### src/rtl/ifu_pkg.sv
// Shared definitions for the instruction fetch unit: FSM encoding, reset PC,
// canonical NOP and AXI read response codes.
package ifu_pkg;

  typedef enum logic [1:0] {
    S_IDLE,
    S_AR,
    S_R,
    S_HOLD
  } ifu_state_e;

  typedef enum logic [1:0] {
    RESP_OKAY   = 2'b00,
    RESP_EXOKAY = 2'b01,
    RESP_SLVERR = 2'b10,
    RESP_DECERR = 2'b11
  } axi_resp_e;

  localparam logic [31:0] RESET_PC = 32'h8000_0000;
  localparam logic [31:0] NOP_INST = 32'h0000_0013;

endpackage

### src/rtl/ifu.sv
// Instruction fetch unit: single-outstanding AXI-style read, result held for decode.
// Optional response checking is enabled by defining IFU_RESP_CHK_EN.
module ifu
  import ifu_pkg::*;
(
  input  logic        clk,
  input  logic        rst_n,
  input  logic [31:0] pc,
  input  logic        inst_r_ready,
  output logic        inst_r_valid,
  input  logic        redirect,
  output logic [31:0] araddr,
  output logic        arvalid,
  input  logic        arready,
  input  logic [31:0] rdata,
  input  logic [1:0]  rresp,
  input  logic        rvalid,
  output logic        rready,
  output logic [31:0] inst,
  output logic [31:0] inst_pc,
  output logic        if_id_valid,
  input  logic        id_ready,
  output logic        if_id_handshake,
  output logic        fetch_err
);

  ifu_state_e state, state_next;
  logic       discard;
  logic       fetch_err_q;
  logic       resp_err;
  logic       start;
  logic       drop;

`ifdef IFU_RESP_CHK_EN
  assign resp_err = (axi_resp_e'(rresp) != RESP_OKAY);
`else
  logic unused_rresp;
  assign unused_rresp = ^rresp;
  assign resp_err     = 1'b0;
`endif

  assign start           = inst_r_ready && !redirect;
  // A response is dropped if a redirect arrived earlier in flight or with it.
  assign drop            = discard || redirect;
  assign rready          = (state == S_R);
  assign inst_r_valid    = rready && rvalid;
  assign if_id_handshake = if_id_valid && id_ready;
  assign fetch_err       = fetch_err_q && if_id_valid;

  always_ff @(posedge clk or negedge rst_n) begin
    if (!rst_n) state <= S_IDLE;
    else        state <= state_next;
  end

  always_comb begin
    state_next = state;
    case (state)
      S_IDLE: if (start) state_next = S_AR;
      S_AR:   if (arready) state_next = S_R;
      S_R:    if (rvalid) state_next = drop ? S_IDLE : S_HOLD;
      S_HOLD: if (redirect || id_ready) state_next = S_IDLE;
      default: state_next = S_IDLE;
    endcase
  end

  always_ff @(posedge clk or negedge rst_n) begin
    if (!rst_n) begin
      araddr      <= RESET_PC;
      arvalid     <= 1'b0;
      discard     <= 1'b0;
      if_id_valid <= 1'b0;
      fetch_err_q <= 1'b0;
      inst        <= NOP_INST;
      inst_pc     <= RESET_PC;
    end else begin
      case (state)
        S_IDLE: begin
          discard <= 1'b0;
          if (start) begin
            araddr  <= pc;
            arvalid <= 1'b1;
          end
        end
        S_AR: begin
          if (redirect) discard <= 1'b1;
          if (arready)  arvalid <= 1'b0;
        end
        S_R: begin
          if (rvalid) begin
            discard <= 1'b0;
            if (!drop) begin
              inst        <= resp_err ? NOP_INST : rdata;
              inst_pc     <= araddr;
              fetch_err_q <= resp_err;
              if_id_valid <= 1'b1;
            end
          end else if (redirect) begin
            discard <= 1'b1;
          end
        end
        S_HOLD: begin
          if (redirect || id_ready) if_id_valid <= 1'b0;
        end
        default: ;
      endcase
    end
  end

endmodule
### config.mk
export PLATFORM = sky130hd
export DESIGN_NAME = ifu
export DESIGN_NICKNAME = d
export VERILOG_FILES = /design/src/rtl/ifu_pkg.sv /design/src/rtl/ifu.sv
export SDC_FILE = /design/constraint.sdc
export NUM_CORES = 1
export LEC_CHECK = 0
export ABC_AREA = 1
export BUFFER_PORTS_ARGS = -buffer_cell sky130_fd_sc_hd__buf_2
export CAP_MARGIN = 20
export CORE_ASPECT_RATIO = 1.4
export CORE_MARGIN = 3
export CORE_UTILIZATION = 30
export CTS_BUF_LIST = sky130_fd_sc_hd__clkbuf_2
export DETAILED_ROUTE_END_ITERATION = 8
export PLACE_DENSITY_LB_ADDON = 0.12
export RECOVER_POWER = 25
export SLEW_MARGIN = 0
export SYNTH_ARGS = -nofsm -noshare
export SYNTH_HDL_FRONTEND = slang
export SYNTH_SLANG_ARGS = --single-unit
### constraint.sdc
create_clock -name clk -period 1.4 [get_ports clk]
set_clock_uncertainty 0.1 [all_clocks]
set_input_delay 0.28 -clock clk [delete_from_list [all_inputs] [get_ports clk]]
set_output_delay 0.28 -clock clk [all_outputs]
set_load 0.02 [all_outputs]
==> results.py, run 1 <==
metrics = {
    "outcome": {
        "status": "finished with violations",
        "violations": "setup timing",
    },
    "detailed_routing": {
        "firstDrtPassIters": 5,
        "drt-wirelength-per-cell_um": 16.4,
        "route.detailed.drc": 0,
        "via_count": 4632,
        "ant_nets": 0,
        "wl_mm": 16.7,
        "viasPerCell": 4.54,
        "drtIter0Drc": 170,
    },
    "die": {
        "start_util": 0.312,
        "coreArea_sq_um": 13600,
        "die_w_um": 106,
        "rows": 50,
        "io_pins": 175,
        "die_area_sq_um": 15600,
        "die_h_um": 147,
    },
    "power_and_ir_drop": {
        "p_sw_frac": 0.397,
        "p_switching_w": 0.00697,
        "power.density_nw_per_um2": 1970,
        "ir_drop_v": 0.00119,
        "pwr-share-clk": 0.090,
        "total_power_w": 0.0175,
        "p_seq_frac": 0.299,
        "p_comb_frac": 0.611,
        "power.leakage_nw": 4.60,
        "p_int_w": 0.0106,
    },
    "clock_tree": {
        "htree_levels": 3,
        "cts_buffers": 9,
        "cts.clk_slew.worst_paths_ps": 270,
        "cts.sinks": 101,
        "clk_latency_ps": 540,
        "cts_tree": "yes",
        "root_buffer": "clkbuf_2",
        "cts_buffer_depth": 2,
    },
    "layout": {
        "final_cell_mix": "nand2_1 (158), buf_6 (115), dfrtp_1 (95)",
        "seq_area_sq_um": 2530,
        "drive_gt1_frac": 0.494,
        "nFillCells": 1072,
        "syn_to_final_growth_pct": 110,
        "multiInputGateArea_sq_um": 1800,
        "final_common_cell": "nand2_1",
        "nNetsFinal": 913,
    },
    "sta": {
        "slew-limit-headroom": 0.586,
        "grt_setup_unrepaired": "yes",
        "post-route-period-util": 1.32,
        "finalSetupViolCount": 207,
        "min_period_ps": 1850,
        "slew_violations": 0,
        "worst_pin_slew_ps": 622,
        "hold_viol": 0,
        "fmax_mhz": 542,
        "setup_slack_ps": -446,
    },
    "global_routing": {
        "grt_pass1_wl_mm": 25.9,
        "track_usage": 0.214,
        "grt_overflow": 0,
        "antenna_found_initial": 1,
        "grt_pass1_vias": 4835,
        "grt_max_degree": 47,
    },
    "synth": {
        "syn_area_sq_um": 4230,
        "muxShareOfSynthArea": 0,
        "yosys_warnings": 0,
        "synthAdderAreaFrac": 0.0207,
        "yosys_register_bits": 101,
        "synth_compound_area_frac": 0.0461,
        "synth_top_family_by_area": "simple AND/OR/NAND/NOR gates",
        "synthSimpleGateAreaFrac": 0.252,
        "ys_types": 20,
        "synth_xor_area_frac": 0,
        "seq_area_frac_synth": 0.599,
        "syn_nets": 557,
        "avgSynthCellArea_sq_um": 8.87,
        "synthCells": 477,
    },
    "worst_setup_path": {
        "worstSetupEndpointType": "output pin",
        "cp_max_fo": 3,
        "worst-path-buf-inv": 3,
        "path_class": "reg -> out",
        "reg2reg_depth": 11,
        "rr_endpoint": "arvalid",
        "crit_chain": "inv_2 -> ha_4 -> nand2_4 -> inv_4 -> buf_6",
        "r2r_start": "state[1]",
        "cp_slowest_cell": "dfrtp_1",
        "crit_cells": 5,
        "reg2reg_slack_ps": -410,
        "crit_path_start_kind": "register",
        "critPathTopFamily": "flip-flops",
        "critPathRequiredTime_ps": 1020,
        "slowest_delay_ps": 450,
        "cp.arrival_ps": 1470,
    },
    "hold_path": {
        "hp-start": "redirect",
        "whs_path_depth": 5,
        "whs_endpoint": "if_id_valid",
        "hold_class": "in -> reg",
    },
    "placement": {
        "post-place-ws_ps": -69.6,
        "gp_congestion": 0.749,
        "io_buffers": 171,
        "dp_hpwl_mm": 8.12,
    },
    "run": {
        "cap_viol_max_count": 0,
    },
}
## per-stage QoR
step,utilization,hold WS [ps],instance area [sq um],cells,setup TNS [ps]
finish,0.655,108,8890,1021,-42900
global route,0.655,42.4,8890,1021,-63410
CTS,0.638,13.3,8660,1002,-55730
detailed placement,0.396,47.7,5370,819,-3340
global placement,0.396,47.6,5370,819,-3690
floorplan,-,-116,4240,477,0
## worst max path at each step
| stage | slack (ps) | start | endpoint |
|---|---|---|---|
| floorplan | 9 | state[1] | araddr[0] |
| global placement | -70 | state[0] | inst[3] |
| detailed placement | -70 | state[0] | inst[3] |
| CTS | -520 | state[0] | inst_r_valid |
| global route | -590 | state[0] | inst_r_valid |
| finish | -450 | state[0] | inst_r_valid |
## state kept, by name, indices dropped and copies added (netlist names)
register / count
araddr: 32
inst: 32
inst_pc: 32
state: 2
arvalid: 1
discard: 1
if_id_valid: 1
## layout make-up
class                   count  area share
repair buffers            371       0.452
flip-flops and latches    101       0.285
multi-input cells         305       0.203
well taps                 182      0.0256
inverters                  45      0.0196
clock inverters             7     0.00999
clock buffers               9     0.00507
diodes                      1    0.000281
## synth_stat cells, drive strengths merged
cell / number / area [sq um]
inv: 45 / 169
clkbuf: 1 / 3.75
conb: 1 / 3.75
o21bai: 2 / 15.0
a21oi: 1 / 5.00
ha: 7 / 87.6
nor2: 5 / 26.3
nand3b: 1 / 7.51
nand3: 68 / 345
dfrtp: 96 / 2400
o21ai: 35 / 175
buf: 27 / 171
dfstp: 5 / 131
nand2: 183 / 689
## worst register-to-register path: cells and delay by family (launching register included)
family,cells,cell delay [ps]
AOI/OAI and AO/OA,1,70
DFF,1,500
and+or+nand+nor,2,180
buffers and inverters,7,750
adders and majority gates,1,160
## layer usage
layer	track usage	share of wire	up-vias	wire length, um
met1	0.247	0.38	2251	6340
met5	0	0	-	0
li1	-	-	2221	-
met2	0.387	0.55	137	9150
met4	0.0719	0.023	0	378
met3	0.0469	0.051	23	848
## power by group through the flow
stage	registers [W]	logic, W	clock network [W]
6_report	0.00524	0.0107	0.00158
5_1_grt	0.00538	0.0114	0.00177
4_1_cts	0.00522	0.0101	0.00163
3_5_place_dp	0.00509	0.00559	0
3_3_place_gp	0.00505	0.00553	0
2_1_floorplan	0.00663	0.00179	0
## logic make-up after synthesis
kind of cell,after synthesis
buffers and inverters,73
AND/OR/NAND/NOR,257
other,1
adder cells (fa/ha/maj),7
flip-flops,101
AO/OA/AOI/OAI,38
## timing repair
item,in CTS,in global routing
gates resized for setup,341,44
hold buffers,69,0
endpoints found under the setup margin,201,202
buffers inserted,71,22
pin swaps,37,7
hold endpoints to repair,169,0
gates cloned,28,0
Note: power is estimated with default switching activity, not from simulation.
==> run 2, diff against run 1 <==
Settings changed: CAP_MARGIN 20 to 25.
Clock period 1.4 ns to 1.6 ns, I/O delays scaled along.
==> run 2 against run 1 <==
Compared with the run above: global-route usage is 3.9 points lower; clock power is 13% lower; highest routed layer unchanged; flip-flop and latch count stayed put; the run still ends with setup timing left; critical endpoint is now rready; first-iteration DRC count is 52% higher; register-to-register slack better by 220 ps; combinational power is 24% lower.
==> results.py, run 2 (synthesis results as in run 1) <==
metrics = {
    "outcome": {
        "status": "finished with violations",
        "violations": "setup timing",
    },
    "power_and_ir_drop": {
        "power.leakage_nw": 4.16,
        "ir_drop_v": 0.000928,
        "power.density_nw_per_um2": 1820,
        "total_power_w": 0.0141,
    },
    "clock_tree": {
        "cts.sinks": 101,
        "htree_levels": 3,
        "cts_tree": "yes",
        "cts.clk_slew.worst_paths_ps": 270,
        "cts_buffers": 9,
        "clk_latency_ps": 550,
        "root_buffer": "clkbuf_2",
        "cts_buffer_depth": 2,
    },
    "worst_setup_path": {
        "critPathRequiredTime_ps": 1180,
        "crit_cells": 3,
        "worst-path-buf-inv": 2,
        "reg2reg_depth": 10,
        "slowest_delay_ps": 510,
        "cp_max_fo": 3,
        "worstSetupEndpointType": "output pin",
        "cp.arrival_ps": 1480,
        "rr_endpoint": "araddr[3]",
        "crit_chain": "buf_6 -> ha_4 -> buf_6",
        "critPathTopFamily": "flip-flops",
        "cp_common_cell": "buf_6",
        "path_class": "reg -> out",
        "startpoint": "state[1]",
        "crit_path_start_kind": "register",
        "cp_slowest_cell": "dfrtp_2",
        "reg2reg_slack_ps": -190,
        "endpoint": "rready",
        "r2r_start": "state[0]",
    },
    "placement": {
        "gp_congestion": 0.757,
        "dp_hpwl_mm": 8.31,
        "io_buffers": 171,
    },
    "sta": {
        "worst_pin_slew_ps": 760,
        "fmax_mhz": 526,
        "slew-limit-headroom": 0.493,
        "finalSetupViolCount": 56,
        "setup_slack_ps": -301,
        "hold_viol": 0,
        "grt_setup_unrepaired": "yes",
        "post-route-period-util": 1.19,
        "slew_violations": 0,
        "min_period_ps": 1900,
        "finalSetupTns_ps": -7640,
    },
    "layout": {
        "drive_gt1_frac": 0.404,
        "multiInputGateArea_sq_um": 1570,
        "syn_to_final_growth_pct": 82.5,
        "seq_area_sq_um": 2540,
        "nFillCells": 1191,
        "reg_top3": "araddr: 32 flops, inst: 32 flops, inst_pc: 32 flops",
        "final_cell_mix": "nand2_1 (172), buf_6 (108), dfrtp_1 (93)",
        "nNetsFinal": 872,
        "final_common_cell": "nand2_1",
    },
    "die": {
        "die_area_sq_um": 15600,
        "coreArea_sq_um": 13600,
        "die_h_um": 147,
        "io_pins": 175,
        "start_util": 0.312,
        "die_w_um": 106,
        "rows": 50,
    },
    "run": {
        "cap_viol_max_count": 0,
    },
    "hold_path": {
        "hold_class": "in -> reg",
    },
    "global_routing": {
        "antenna_found_initial": 1,
        "grt_overflow": 0,
        "grt_pass1_wl_mm": 21.9,
        "grt_max_degree": 51,
        "grt_pass1_vias": 4418,
        "track_usage": 0.175,
    },
    "detailed_routing": {
        "firstDrtPassIters": 5,
        "ant_nets": 0,
        "route.detailed.drc": 0,
        "via_count": 4338,
        "wl_mm": 15.3,
        "viasPerCell": 4.43,
        "drt-wirelength-per-cell_um": 15.6,
        "drtIter0Drc": 258,
    },
}
[run 2: cell types whose count changed in the layout (fill, tap and decap cells not counted), moves of 2 or more]
cell       before  now
buf_12         22    6
buf_16         26    0
buf_6         115  108
buf_8           1    3
clkbuf_16       0    6
dfrtp_1        95   93
dfrtp_2         1    3
nand2_1       158  172
nand2_2        21    6
nand3_1        22   67
nand3_2        45    0
o21ai_1        21   13
o21ai_2         9   15
o21ai_4         0    2
[run 2: stage by stage]
stage / hold WS (ps) / std cells / worst slack (ps) / utilization / cell area [sq um]
finish: 96.8 / 980 / -301 / 0.569 / 7720
global route: 57.3 / 980 / -404 / 0.569 / 7720
CTS: 14.1 / 947 / -351 / 0.527 / 7160
detailed placement: 132 / 820 / 36.4 / 0.393 / 5330
global placement: 130 / 820 / 64.4 / 0.393 / 5330
floorplan: -75.6 / 477 / 148 / - / 4230
[run 2: area by class of cell]
type / instances / area share
Clock inverter: 7 / 0.0115
Inverter: 45 / 0.0222
Antenna cell: 1 / 0.000324
Clock buffer: 9 / 0.00583
Sequential cell: 101 / 0.328
Multi-Input combinational cell: 304 / 0.203
Timing Repair Buffer: 331 / 0.399
Tap cell: 182 / 0.0295
[run 2: worst min path at each step]
stage                              to  slack, ps      from  cells past startpoint
final                     if_id_valid        100  id_ready                      5
after global routing      if_id_valid         60  id_ready                      5
after CTS                 if_id_valid         10  id_ready                      5
after detailed placement     inst[10]        130     rst_n                      1
after global placement       inst[10]        130     rst_n                      1
after floorplan             araddr[0]        -80     rst_n                      0
[run 2: what timing repair did]
item / 4_1_cts / 5_1_grt
gates resized for setup: 219 / 82
cloned: 0 / 11
buffers inserted: 42 / 21
endpoints found under the hold margin: 167 / 0
hold buffers: 69 / 0
setup endpoints to repair: 103 / 190
pin swaps: 4 / 7
[run 2: tightest hold or removal path, cell delays in order]
cell     delay, ps
buf_2          100
nor2_1          60
a21oi_2        130
nand3_1         70
nand2_1         60
[run 2: where the power goes]
group          internal, W  switching (W)  total, W
clock             0.000510       0.000870   0.00138
combinational      0.00417        0.00393   0.00810
sequential         0.00372       0.000885   0.00460
[run 2: per-layer routing]
layer | track usage | wire length, um | up-vias
met3 | 0.0380 | 754 | 24
met4 | 0.0784 | 419 | 0
li1 | - | - | 2134
met2 | 0.299 | 7920 | 141
met1 | 0.209 | 6160 | 2039
met5 | 0 | 0 | -
==> run 3, diff against run 2 <==
Settings changed: PLACE_DENSITY_LB_ADDON 0.12 to unset.
==> run 3 against run 2 <==
Compared with the run above: the run still ends with setup timing left; die area unchanged; clock-buffer cell count up 1; maximum frequency down 0.31%; core utilization up 0.28 points; routed wire length up 1.6%; critical path depth unchanged; final cell count up 0.82%; via count up 5.2%; first-iteration DRC count down 16%; worst hold slack better by 12 ps; sequential share of layout area down 0.19 points; global-route usage up 0.065 points; critical endpoint unchanged; largest power group unchanged.
==> results.py, run 3 (synthesis results as in run 1) <==
metrics = {
    "die": {
        "io_pins": 175,
        "start_util": 0.312,
        "die_h_um": 147,
        "coreArea_sq_um": 13600,
        "rows": 50,
        "die_area_sq_um": 15600,
        "die_w_um": 106,
    },
    "sta": {
        "setup_slack_ps": -307,
        "fmax_mhz": 524,
        "finalSetupTns_ps": -9750,
        "hold_slack_ps": 109,
        "worst_pin_slew_ps": 1380,
        "slew_violations": 0,
        "slew-limit-headroom": 0.0772,
        "hold_viol": 0,
        "min_period_ps": 1910,
        "grt_setup_unrepaired": "yes",
        "post-route-period-util": 1.19,
        "finalSetupViolCount": 112,
    },
    "clock_tree": {
        "clk_latency_ps": 540,
        "cts.sinks": 101,
        "root_buffer": "clkbuf_2",
        "cts_tree": "yes",
        "cts_buffer_depth": 2,
        "htree_levels": 3,
        "cts_buffers": 9,
        "cts.clk_slew.worst_paths_ps": 270,
    },
    "worst_setup_path": {
        "worst-path-buf-inv": 2,
        "cp.arrival_ps": 1490,
        "reg2reg_slack_ps": -180,
        "crit_chain": "buf_6 -> ha_4 -> buf_6",
        "cp_max_fo": 3,
        "critPathTopFamily": "flip-flops",
        "cp_common_cell": "buf_6",
        "worstSetupEndpointType": "output pin",
        "critPathRequiredTime_ps": 1180,
        "cp_slowest_cell": "dfrtp_2",
        "path_class": "reg -> out",
        "slowest_delay_ps": 520,
        "crit_path_start_kind": "register",
    },
    "global_routing": {
        "track_usage": 0.175,
        "grt_max_degree": 102,
        "grt_overflow": 0,
        "antenna_found_initial": 3,
        "grt_pass1_vias": 4530,
        "grt_pass1_wl_mm": 21.9,
    },
    "detailed_routing": {
        "drt-wirelength-per-cell_um": 15.7,
        "ant_nets": 0,
        "wl_mm": 15.5,
        "viasPerCell": 4.62,
        "firstDrtPassIters": 7,
        "via_count": 4564,
        "drtIter0Drc": 217,
        "route.detailed.drc": 0,
    },
    "placement": {
        "io_buffers": 171,
        "dp_hpwl_mm": 8.13,
        "gp_congestion": 0.780,
        "post-place-ws_ps": 70.7,
    },
    "outcome": {
        "violations": "setup timing",
        "status": "finished with violations",
    },
    "layout": {
        "nNetsFinal": 878,
        "syn_to_final_growth_pct": 83.4,
        "nFillCells": 1132,
        "final_cell_mix": "nand2_1 (162), buf_6 (108), dfrtp_1 (95)",
        "drive_gt1_frac": 0.418,
        "final_common_cell": "nand2_1",
        "reg_top3": "araddr: 32 flops, inst: 32 flops, inst_pc: 32 flops",
    },
    "power_and_ir_drop": {
        "p_seq_frac": 0.321,
        "p_sw_frac": 0.408,
        "power.leakage_nw": 4.21,
        "power.density_nw_per_um2": 1840,
        "pwr-share-clk": 0.087,
        "p_int_w": 0.00846,
        "p_comb_frac": 0.592,
        "ir_drop_v": 0.000830,
        "p_switching_w": 0.00584,
    },
    "hold_path": {
        "hold_class": "in -> reg",
    },
    "run": {
        "cap_viol_max_count": 0,
    },
}
[run 3: worst paths after layout]
path | start | end | cells past startpoint
max | state[1] | rready | 3
min | rvalid | if_id_valid | 5
max reg2reg | state[1] | araddr[19] | 10
min reg2reg | inst[0] | inst[0] | 2
max in group asynchronous | rst_n | state[1] | 3
min in group asynchronous | rst_n | inst_pc[19] | 3
[run 3: metal layers]
metal  wire (um)  vias up  GRT usage
met5           0        -          0
met4         668        0     0.0765
met3         778       50     0.0363
met2        8360      180      0.321
met1        5690     2193      0.193
li1            -     2141          -
[run 3: what timing repair did]
action / 4_1_cts / 5_1_grt
hold buffers: 66 / 1
pin swaps: 4 / 1
hold endpoints to repair: 163 / 1
gates cloned: 0 / 9
resized for setup: 218 / 81
endpoints found under the setup margin: 101 / 198
setup buffers: 49 / 29
[run 3: power by group through the flow]
stage,registers [W],logic [W],clock network [W]
floorplan,0.00580,0.00156,0
CTS,0.00455,0.00728,0.00130
global route,0.00472,0.00902,0.00141
detailed placement,0.00446,0.00485,0
global placement,0.00441,0.00474,0
finish,0.00460,0.00847,0.00124
[run 3: per-stage QoR]
stage	util	cells	area (sq um)	total power, W
floorplan	-	477	4230	0.00736
global placement	0.393	817	5330	0.00914
detailed placement	0.393	817	5330	0.00931
CTS	0.527	948	7160	0.0131
global route	0.572	988	7760	0.0152
finish	0.572	988	7760	0.0143
[run 3: layout make-up]
type / instances / area, sq um / share of cell area
antenna: 3 / 7.51 / 0.000967
tap: 182 / 228 / 0.0293
multi-input combinational: 303 / 1540 / 0.198
sequential: 101 / 2530 / 0.327
clock buffer: 10 / 50.0 / 0.00645
inverter: 45 / 176 / 0.0227
clock inverter: 6 / 63.8 / 0.00822
timing repair buffer: 338 / 3160 / 0.407
[run 3: worst register-to-register path, cell delays in order (launching register included)]
cell	delay, ps
dfrtp_2	520
buf_6	130
buf_6	100
buf_6	110
inv_6	60
ha_4	150
nand3_4	90
buf_12	170
clkbuf_16	180
nand2_1	70
o21ai_1	60
